===== src/rtl/counter_pkg.sv =====
// Shared definitions for the counter family (up counters and counter_down).
package counter_pkg;

    localparam int unsigned STATE_W         = 2;
    localparam int unsigned COUNT_W_DEFAULT = 7;

    typedef enum logic [STATE_W-1:0] {
        IDLE = 2'd0,
        RUN  = 2'd1,
        HOLD = 2'd2,
        DONE = 2'd3
    } state_t;

endpackage


===== src/rtl/counter_down.sv =====
// Loadable down counter / interval timer with one-shot or auto-reload
// operation, pause/resume, and a registered terminal-count pulse.
module counter_down
    import counter_pkg::*;
#(
    parameter int unsigned WIDTH = COUNT_W_DEFAULT
) (
    input  logic             clk,
    input  logic             reset,
    input  logic             load,
    input  logic [WIDTH-1:0] load_val,
    input  logic             start,
    input  logic             pause,
    input  logic             auto_reload,
    output logic [WIDTH-1:0] q,
    output logic             tc,
    output logic             busy,
    output logic             done
);

    localparam logic [WIDTH-1:0] ONE = WIDTH'(1);

    state_t           state;
    logic [WIDTH-1:0] reload_reg;

    // FSM and count datapath; priority is reset > load > start > pause > count.
    always_ff @(posedge clk) begin
        if (reset) begin
            state      <= IDLE;
            q          <= '0;
            reload_reg <= '0;
            tc         <= 1'b0;
        end else begin
            tc <= 1'b0;
            if (load) begin
                reload_reg <= load_val;
                q          <= load_val;
                state      <= IDLE;
            end else begin
                case (state)
                    IDLE: begin
                        if (start) begin
                            if (q != '0) begin
                                state <= RUN;
                            end else begin
                                tc    <= 1'b1;
                                state <= DONE;
                            end
                        end
                    end
                    DONE: begin
                        if (start) begin
                            q <= reload_reg;
                            if (reload_reg == '0) begin
                                tc <= 1'b1;
                            end else begin
                                state <= RUN;
                            end
                        end
                    end
                    RUN: begin
                        if (pause) begin
                            state <= HOLD;
                        end else if (q > ONE) begin
                            q <= q - ONE;
                        end else if (q == ONE) begin
                            q  <= '0;
                            tc <= 1'b1;
                            if (!auto_reload) begin
                                state <= DONE;
                            end
                        end else if (reload_reg != '0) begin
                            // q reached 0 while periodic: reload for the next period
                            q <= reload_reg;
                        end else begin
                            // zero reload: every cycle is a terminal count
                            tc <= 1'b1;
                            if (!auto_reload) begin
                                state <= DONE;
                            end
                        end
                    end
                    HOLD: begin
                        if (!pause) begin
                            state <= RUN;
                        end
                    end
                    default: state <= IDLE;
                endcase
            end
        end
    end

    // Status levels decoded straight from the state register.
    always_comb begin
        busy = 1'b0;
        done = 1'b0;
        case (state)
            RUN, HOLD: busy = 1'b1;
            DONE:      done = 1'b1;
            default:   ;
        endcase
    end

endmodule


===== config.mk =====
export PLATFORM = sky130hd
export DESIGN_NAME = counter_down
export DESIGN_NICKNAME = d
export VERILOG_FILES = /design/src/rtl/counter_pkg.sv /design/src/rtl/counter_down.sv
export SDC_FILE = /design/constraint.sdc
export NUM_CORES = 1
export LEC_CHECK = 0
export ABC_AREA = 0
export BUFFER_PORTS_ARGS = -buffer_cell sky130_fd_sc_hd__buf_2
export CAP_MARGIN = 10
export CORE_MARGIN = 3
export CORE_UTILIZATION = 53
export DETAILED_ROUTE_END_ITERATION = 10
export PLACE_DENSITY_LB_ADDON = 0.08
export SYNTH_ARGS = -nofsm -noshare
export SYNTH_HDL_FRONTEND = slang
export SYNTH_SLANG_ARGS = --single-unit

===== constraint.sdc =====
create_clock -name clk -period 2.4 [get_ports clk]
set_input_delay 0.12 -clock clk [delete_from_list [all_inputs] [get_ports clk]]
set_output_delay 0.12 -clock clk [all_outputs]
set_load 0.01 [all_outputs]

# Yosys cells after proc, flatten, opt, wreduce, memory -nomap -nowiden
# Cells that the tools add are included.
# totals
regBits	17
inputBits	13
out_inout_bits	10
# classes
add_sub_neg	1
order_cmp	1
n_eq_ne	13
muxes	29
reduce_logical	9
# op_table
operator	n
$mux W7	6
$mux W2	10
$pmux W7 S2	1
$reduce_bool A7 Y1	2
$mux W1	10
$ne A3 B3 Y1 const B	3
$ne A2 B2 Y1 const B	4
$pmux W2 S4	1
$eq A7 B1 Y1 const B	1
$gt A7 B1 Y1 const B	1
$logic_not A7 Y1	1
$sub A7 B1 Y7 const B	1
$reduce_and A6 Y1	1
$ne A5 B5 Y1 const B	1
$eq A2 B2 Y1 const B	2
$ne A4 B4 Y1 const B	1
$reduce_and A4 Y1	1
$reduce_or A2 Y1	2
$pmux W1 S3	1
$reduce_bool A3 Y1	1
$eq A2 B1 Y1 const B	1
$logic_not A2 Y1	1

# Longest topological paths before layout
# Gate-level depths: netlist (run 1).
# logic_depth
ltp_word	7
ltp_mapped	7
ltp_nobuf	7

# Worst setup path before layout (run 1)
# No wires, ideal clock.
# synth_timing
path_kind	reg2reg
from	register q[0]
to	register q[0]
setup_time_ps	86
t_arrival_ps	1833
slack_ps	481
stages_incl_launch_ff	6
n_path_buf	0
synth_period_minus_slack_ps	1919
path_cell_list	dfxtp_1 or4_4 or3_4 a21oi_4 a21oi_1 a221oi_2
# synth_between
elab_chain_len	6
# synth_lines
element	line_no	rtl
from (decl)	counter_down.sv:15	output logic [WIDTH-1:0] q,
from (signal assigned)	counter_down.sv:37	q <= load_val;
from (signal assigned)	counter_down.sv:53	q <= reload_reg;
from (signal assigned)	counter_down.sv:65	q <= q - ONE;
branches (longest 6 deep; another with $sub A7 B1 Y7)	n/a	
# Parallel ways; which one is timed is not known. The select of a mux whose other input is x is not followed.
# A chain may end at the register's enable or synchronous reset.

# Final worst setup path (run 1)
# Ends and elaborated chain as after synthesis.

==> flow_summary_export.csv, run 1 <==
group,metric,value,unit
global_routing,track_usage,23.2,%
synth,yosys.area.top_type,"dfxtp_1",
global_routing,grt_max_degree,17,
setup_path,crit_path_start_kind,"register",
route,viasPerCell,5.97,
synth,yosys-top-cells-area,"dfxtp_1, ha_1, a21oi_1",
synth,async_flop_share,0,%
layout,antenna_cells,0,
timing,tightestPinTransition,0.669,ns
place,hpwl,2.12,mm
synth,yosys.area_share.simple,24.8,%
setup_path,endpoint_kind,"register",
setup_path,cp_max_fo,7,
global_routing,grt_remaining_overflow,0,
timing,fin_crit,2.05,ns
route,drc_errors,0,
layout,fin_nets,182,
layout,fin_cells,187,
pwr,irDropWorstVdd,0.335,mV
synth,synth_xor_area_share,0.776,%
cts,cts.clk_slew.worst_paths,0.11,ns
timing,rsz0062_at_grt,"false",
cts,htree_levels,1,
route,vias,1116,
synth,yosys_warnings,0,
synth,synth_compound_area_share,28.5,%
cts,cts-hold-fix-buffers,0,
cts,postCtsResizedCells,0,
cts,clk_latency,0.30,ns
route,ant_nets,0,
pwr,p_leak,0.549,nW
pwr,power_per_cell_area,549,nW/um^2
global_routing,grt_pass1_vias,1038,
synth,synth_top_family_by_area,"compound AO/OA/AOI/OAI gates",
timing,slew_headroom,55.1,%
synth,synth.most_common_cell,"a21oi_1",
synth,synth_top_area_share,30.2,%
layout,layout-drive-gt1-share,22.5,%
layout,area_delta_synth_final,14.5,%
cts,cts_tree,"done",
place,place.gp.congestion,0.924,
cts,numCtsBuffers,3,
job,maxCapViolCount,0,
synth,syn_nets,157,
route,drt-total-wl,2.74,mm
synth,ys_top_cells_by_count,"a21oi_1, dfxtp_1, nand2_1",
floorplanning,dieHeight,52.1,um
worst_hold_path,hold_path.class,"primary input to register",
floorplanning,dieArea,2720,um^2
global_routing,grt_first_pass_wirelength,4.71,mm
floorplanning,die_width,52.1,um
setup_path,critPathKind,"register to register",
place,dpl.cell_count,183,
synth,synth_edf_count,0,
cts,cts_buffer_depth,2,
timing,slew_viol_final,0,
synth,syn_area,1130,um^2
route,drtIter0Drc,34,
timing,fmax,0.488,GHz
timing,hold_violations,0,
cts,cts_root_buffer,"clkbuf_4",
cts,clock_sinks,17,
synth,postSynthCellCount,136,
synth,synth_mux_area_share,3.55,%
synth,synth_cell_types,41,
cts,post_cts_buffers,0,
place,port_buffers,22,
timing,tns,0,ns
floorplanning,initial_utilization,56.9,%
timing,setup-violations-final,0,
synth,synth-adder-area-share,8.87,%
setup_path,cp_data_arrival_time,2.28,ns
route,dr.pass1.iters,4,
floorplanning,pin_count,23,
synth,synth_area_per_cell,8.30,um^2
setup_path,required,2.63,ns
floorplanning,rows,16,
synth,ys.flop_type,"dfxtp_1",
route,wl_per_cell,14.6,um
global_routing,antenna_found_initial,0,
timing,skew,0.0110,ns
timing,post-route-period-util,85.4,%
synth,yosys_register_bits,17,
status,outcome,"finished, final reports clean",
synth,yosysSeqAreaShare,30.2,%
floorplanning,core-area,1980,um^2
==> report_power, final <==
group | switching [mW] | internal (mW) | total, mW
combinational | 0.128 | 0.0932 | 0.221
clock | 0.0989 | 0.0621 | 0.161
sequential | 0.0252 | 0.302 | 0.327
total | 0.252 | 0.457 | 0.710
==> kinds of logic (layout without fill, tap and decap cells) <==
| kind of cell | Yosys count | after routing |
|---|---|---|
| flops | 17 | 17 |
| buf+inv | 10 | 34 |
| xor+xnor | 1 | 1 |
| compound gates | 46 | 46 |
| mux | 4 | 4 |
| simple gates | 50 | 50 |
| fa+ha+maj | 8 | 8 |
==> area by class of cell <==
type                            count  area (um^2)
Clock buffer                        3         22.5
Clock inverter                      1         5.00
Fill cell                         184          689
Inverter                            8         30.0
Multi-Input combinational cell    109          751
Sequential cell                    17          340
Tap cell                           27         33.8
Timing Repair Buffer               22          110
==> metal layers <==
layer / wire (um) / up-vias / global-route usage [%]
li1: - / 559 / -
met1: 1330 / 521 / 33.0
met2: 1230 / 31 / 34.3
met3: 146 / 5 / 4.30
met4: 32 / 0 / 8.51
met5: 0 / - / 0
==> worst max-delay path: stages (launching register included) <==
cell	delay, ns
dfxtp_1	0.39
or4_4	0.60
nand4b_2	0.27
a311oi_4	0.38
a21oi_1	0.11
a221oi_2	0.23
==> stage by stage <==
step / hold WS, ns / utilization, % / instance area (um^2) / worst slack, ns / total power [mW]
after floorplan: 0.203 / - / 1130 / 0.481 / 0.487
after global placement: 0.375 / 63.8 / 1260 / 0.393 / 0.551
after detailed placement: 0.378 / 63.8 / 1260 / 0.372 / 0.552
after CTS: 0.0719 / 65.2 / 1290 / 0.355 / 0.711
after global routing: 0.0903 / 65.2 / 1290 / 0.204 / 0.752
final: 0.0744 / 65.2 / 1290 / 0.350 / 0.710
==> worst paths after layout <==
kind | startpoint | endpoint | slack [ns] | cells past startpoint
setup / recovery | q[0] | q[0] | 0.35 | 5
hold / removal | load_val[0] | reload_reg[0] | 0.07 | 3
setup reg to reg | q[0] | q[0] | 0.35 | 5
hold reg to reg | reload_reg[1] | reload_reg[1] | 0.48 | 2
==> placed cells by master, fill, tap and decap left out, types with 2 or more instances in the layout <==
cell	count
buf_2	22
or3_1	2
o311a_1	2
inv_1	6
mux2i_1	4
o21ai_0	3
nand3b_1	2
o31ai_1	3
dfxtp_1	17
a21oi_1	18
a2111oi_0	2
nand3_1	3
ha_1	8
nor3_1	3
o21ai_1	8
clkbuf_4	3
and2_1	2
nand2_1	16
inv_2	2
nor2_1	9
nor3b_1	2
nand2b_1	2
(Power assumes the default switching activity.)
==> inputs of run 2 (changes only) <==
- REMOVE_ABC_BUFFERS: unset -> 1
==> run 2 against run 1 <==
Against the previous run:
- sequential power about the same
- cell count is 0.53% higher
- core utilization grew 0.51 points
- fmax decreased by 0.27%
- non-clock buffer count grew 1
- power is 1.3% higher
- first-iteration DRC count grew 140%
- worst hold slack improved by 0.0030 ns
- clock power grew 2%
- wire length up 2.7%
- flip-flop and latch count unchanged
- clock skew is 0.0090 ns lower
==> flow_summary_export.csv, run 2 (synthesis results as in run 1) <==
group,metric,value,unit
status,outcome,"finished, final reports clean",
setup_path,critPathKind,"register to register",
route,ant_nets,0,
place,port_buffers,22,
route,wl_met2,1.28,mm
timing,hold_violations,0,
layout,fin_nets,183,
global_routing,grt_first_pass_wirelength,4.68,mm
worst_hold_path,holdPathStages,3,
floorplanning,core-area,1980,um^2
timing,post-route-period-util,85.7,%
global_routing,track_usage,23.0,%
floorplanning,die_width,52.1,um
floorplanning,dieHeight,52.1,um
pwr,irDropWorstVdd,0.357,mV
cts,cts_root_buffer,"clkbuf_4",
pwr,power_frac_comb,31.7,%
cts,postCtsResizedCells,0,
route,vias,1112,
timing,fmax,0.486,GHz
timing,slew_headroom,66.1,%
route,wirelength_met1,1.30,mm
global_routing,grt_pass1_vias,1011,
pwr,power_per_cell_area,552,nW/um^2
timing,fin_crit,2.06,ns
worst_hold_path,hold_path.class,"primary input to register",
timing,skew,0.00197,ns
route,wl_met3,222,um
floorplanning,rows,16,
layout,layout_common_cells,"buf_2, a21oi_1, dfxtp_1",
pwr,p_switching,257,uW
layout,fin_area,1300,um^2
pwr,p_seq_share,45.4,%
route,top_layer_used,"met4",
setup_path,reg2reg_depth,5,
layout,layout-drive-gt1-share,23.0,%
pwr,internal-power,462,uW
route,drc_errors,0,
floorplanning,dieArea,2720,um^2
cts,cts-hold-fix-buffers,0,
place,place_area,1270,um^2
cts,cts_buffer_depth,2,
job,maxCapViolCount,0,
layout,fill_cells,179,
timing,rsz0062_at_grt,"false",
cts,cts_tree,"done",
timing,slew_viol_final,0,
route,dr.pass1.iters,4,
global_routing,antenna_found_initial,0,
place,place.gp.congestion,0.862,
route,drtIter0Drc,83,
setup_path,required,2.62,ns
setup_path,cp_slowest_cell,"or4_4",
pwr,p_leak,0.550,nW
setup_path,crit_chain,"or4_4, or3_4, a21oi_4, a21oi_1, a221oi_2",
timing,setup-violations-final,0,
cts,clk_latency,0.30,ns
setup_path,slowest_delay,0.59,ns
floorplanning,initial_utilization,56.9,%
setup_path,crit_path_start_kind,"register",
cts,post_cts_buffers,0,
setup_path,cp_max_fo,7,
timing,tightestPinTransition,0.504,ns
setup_path,endpoint_kind,"register",
layout,antenna_cells,0,
cts,htree_levels,1,
layout,final_common_cell,"buf_2",
timing,tns,0,ns
cts,clock_sinks,17,
route,viasPerCell,5.91,
cts,cts.clk_slew.worst_paths,0.11,ns
global_routing,grt_max_degree,17,
route,drt-total-wl,2.81,mm
global_routing,grt_remaining_overflow,0,
pwr,swShare,35.8,%
setup_path,cp_data_arrival_time,2.28,ns
layout,area_delta_synth_final,15.4,%
place,hpwl,2.20,mm
cts,numCtsBuffers,3,
pwr,clkPwrFrac,22.9,%
floorplanning,pin_count,23,
route,wl_per_cell,15.0,um
[run 2: cell types whose count changed in the layout (fill, tap and decap cells not counted), sizes merged]
cell and delta:
clkinvlp +1, clkinv -1, buf +1
[run 2: final timing paths]
check,start,to,slack (ns)
setup / recovery,q[0],q[0],0.34
hold / removal,load_val[1],reload_reg[1],0.08
setup reg to reg,q[0],q[0],0.34
hold reg to reg,reload_reg[1],reload_reg[1],0.49
[run 2: critical path: cells and delay by family, from the launching register on]
family           cells  cell delay, ns
AND/OR/NAND/NOR      2            1.01
AO/OA/AOI/OAI        3            0.58
flip-flops           1            0.38
[run 2: stage by stage]
stage	util, %	hold slack [ns]	setup slack [ns]	power, mW	cells
3_5_place_dp	64.2	0.400	0.379	0.557	184
5_1_grt	65.7	0.0646	0.213	0.764	188
4_1_cts	65.7	0.0679	0.350	0.721	188
6_report	65.7	0.0774	0.344	0.719	188
3_3_place_gp	64.2	0.373	0.402	0.555	184
2_1_floorplan	-	0.186	0.481	0.483	134
[run 2: metal layers]
layer | up-vias | GRT usage, %
met5 | - | 0
li1 | 562 | -
met3 | 2 | 6.59
met4 | 0 | 5.53
met1 | 507 | 33.2
met2 | 41 | 33.3
[run 2: final cells by class]
type | count | area, um^2 | share of cell area, %
sequential | 17 | 340 | 26.1
clock inverter | 1 | 7.51 | 0.576
tap | 27 | 33.8 | 2.59
clock buffer | 3 | 22.5 | 1.73
multi-input combinational | 109 | 751 | 57.6
inverter | 8 | 30.0 | 2.31
timing repair buffer | 23 | 118 | 9.03
[run 2: power groups by stage]
stage          clock network (mW)  registers (mW)  logic, mW
6_report                    0.165           0.327      0.228
5_1_grt                     0.182           0.331      0.251
4_1_cts                     0.170           0.326      0.226
3_5_place_dp                    0           0.333      0.224
3_3_place_gp                    0           0.332      0.223
2_1_floorplan                   0           0.333      0.150
==> inputs of run 3 (changes only) <==
- CELL_PAD_IN_SITES_DETAIL_PLACEMENT: unset -> 1
- CELL_PAD_IN_SITES_GLOBAL_PLACEMENT: unset -> 1
- CORE_UTILIZATION: 53 -> 39
==> run 3 against run 2 <==
Against the previous run:
- sequential power barely moved
- cell count rose by 2.1%
- non-clock buffer count rose by 1
- critical endpoint unchanged
==> flow_summary_export.csv, run 3 (synthesis results as in run 1) <==
group,metric,value,unit
layout,layout_common_cells,"buf_2, a21oi_1, dfxtp_1",
place,port_buffers,22,
floorplanning,die_width,59.8,um
layout,multi_input_area,751,um^2
floorplanning,pin_count,23,
cts,htree_levels,1,
setup_path,cp_max_fo,6,
layout,fin_cells,192,
cts,cts_root_buffer,"clkbuf_4",
floorplanning,dieHeight,59.8,um
layout,seq_area,340,um^2
timing,fmax,0.473,GHz
pwr,p_switching,264,uW
setup_path,crit_path_start_kind,"register",
global_routing,grt_remaining_overflow,0,
timing,skew,0.00100,ns
route,ant_nets,0,
setup_path,crit_chain,"inv_1, ha_1, nor4_1, nand4b_2, a311oi_4, a21oi_1, a221oi_2",
pwr,power_frac_comb,32.7,%
layout,fill_cells,339,
layout,layout-drive-gt1-share,23.5,%
setup_path,required,2.62,ns
timing,rsz0062_at_grt,"false",
route,vias,1171,
setup_path,path_buf_inv,1,
timing,setup-violations-final,0,
setup_path,crit_family,"compound AO/OA/AOI/OAI gates",
pwr,clkPwrFrac,21.9,%
pwr,internal-power,462,uW
timing,post-route-period-util,88.0,%
pwr,irDropWorstVdd,0.349,mV
route,viasPerCell,6.10,
worst_hold_path,hold_path.class,"primary input to register",
status,outcome,"finished, final reports clean",
cts,clock_sinks,17,
global_routing,grt_first_pass_wirelength,5.87,mm
pwr,power_per_cell_area,554,nW/um^2
floorplanning,initial_utilization,43.2,%
floorplanning,core-area,2610,um^2
cts,cts_buffer_depth,2,
setup_path,critPathKind,"register to register",
pwr,p_leak,0.559,nW
timing,fin_crit,2.11,ns
cts,post_cts_buffers,0,
floorplanning,dieArea,3580,um^2
cts,cts.clk_slew.worst_paths,0.10,ns
place,hpwl,2.73,mm
pwr,p_seq_share,45.4,%
job,maxCapViolCount,0,
setup_path,slowest_delay,0.45,ns
route,wl_per_cell,18.2,um
cts,postCtsResizedCells,0,
pwr,swShare,36.4,%
timing,hold_violations,0,
layout,final_common_cell,"buf_2",
timing,slew_headroom,59.4,%
global_routing,track_usage,22.1,%
cts,cts-hold-fix-buffers,0,
route,drtIter0Drc,89,
floorplanning,rows,18,
setup_path,endpoint_kind,"register",
setup_path,cp_slowest_cell,"dfxtp_1",
timing,slew_viol_final,0,
cts,clk_latency,0.30,ns
layout,fin_nets,184,
timing,tns,0,ns
global_routing,antenna_found_initial,0,
global_routing,grt_max_degree,17,
setup_path,cp_data_arrival_time,2.34,ns
timing,tightestPinTransition,0.594,ns
route,dr.pass1.iters,4,
route,drc_errors,0,
place,dpl.cell_count,188,
cts,numCtsBuffers,3,
cts,cts_tree,"done",
layout,antenna_cells,0,
global_routing,grt_pass1_vias,1155,
route,drt-total-wl,3.49,mm
place,place.gp.congestion,0.822,
layout,area_delta_synth_final,16.2,%
-- run 3: cell types whose count changed in the layout (fill, tap and decap cells not counted) --
cell        before  now
clkinv_2         0    1
buf_4            1    2
clkinvlp_4       1    0
-- run 3: area by class of cell --
class	count	area share, %
Inverter	8	2.29
Clock inverter	1	0.382
Timing Repair Buffer	24	9.54
Multi-Input combinational cell	109	57.3
Tap cell	30	2.86
Clock buffer	3	1.72
Sequential cell	17	26.0
-- run 3: through the flow --
stage / hold WS (ns) / setup WS [ns] / utilization [%] / total power, mW / area (um^2)
2_1_floorplan: 0.186 / 0.481 / - / 0.483 / 1120
3_3_place_gp: 0.369 / 0.402 / 49.1 / 0.562 / 1280
4_1_cts: 0.0680 / 0.311 / 50.2 / 0.732 / 1310
3_5_place_dp: 0.385 / 0.337 / 49.1 / 0.569 / 1280
6_report: 0.0759 / 0.287 / 50.2 / 0.726 / 1310
5_1_grt: 0.0748 / 0.0988 / 50.2 / 0.777 / 1310
-- run 3: power by group through the flow --
stage / logic (mW) / clock network (mW) / registers [mW]
floorplan: 0.150 / 0 / 0.333
global placement: 0.229 / 0 / 0.333
detailed placement: 0.234 / 0 / 0.336
CTS: 0.235 / 0.168 / 0.329
global route: 0.263 / 0.181 / 0.333
finish: 0.238 / 0.159 / 0.330
-- run 3: path summary, 6_finish.rpt --
check | slack, ns | startpoint | depth (start not counted) | to
worst max register to register | 0.29 | q[1] | 7 | q[0]
worst max-delay path | 0.29 | q[1] | 7 | q[0]
worst min-delay path | 0.08 | load_val[3] | 3 | reload_reg[3]
worst min register to register | 0.50 | reload_reg[1] | 2 | reload_reg[1]
-- run 3: worst min-delay path, stage by stage --
cell     delay, ns
buf_2         0.09
mux2i_1       0.06
nor2_1        0.07
-- run 3: per-layer routing --
metal	vias to the layer above	share of wire, %	global-route usage, %
li1	562	-	-
met1	556	46	31.6
met2	49	45	32.4
met3	4	8.1	5.62
met4	0	0.77	6.33
met5	-	0	0
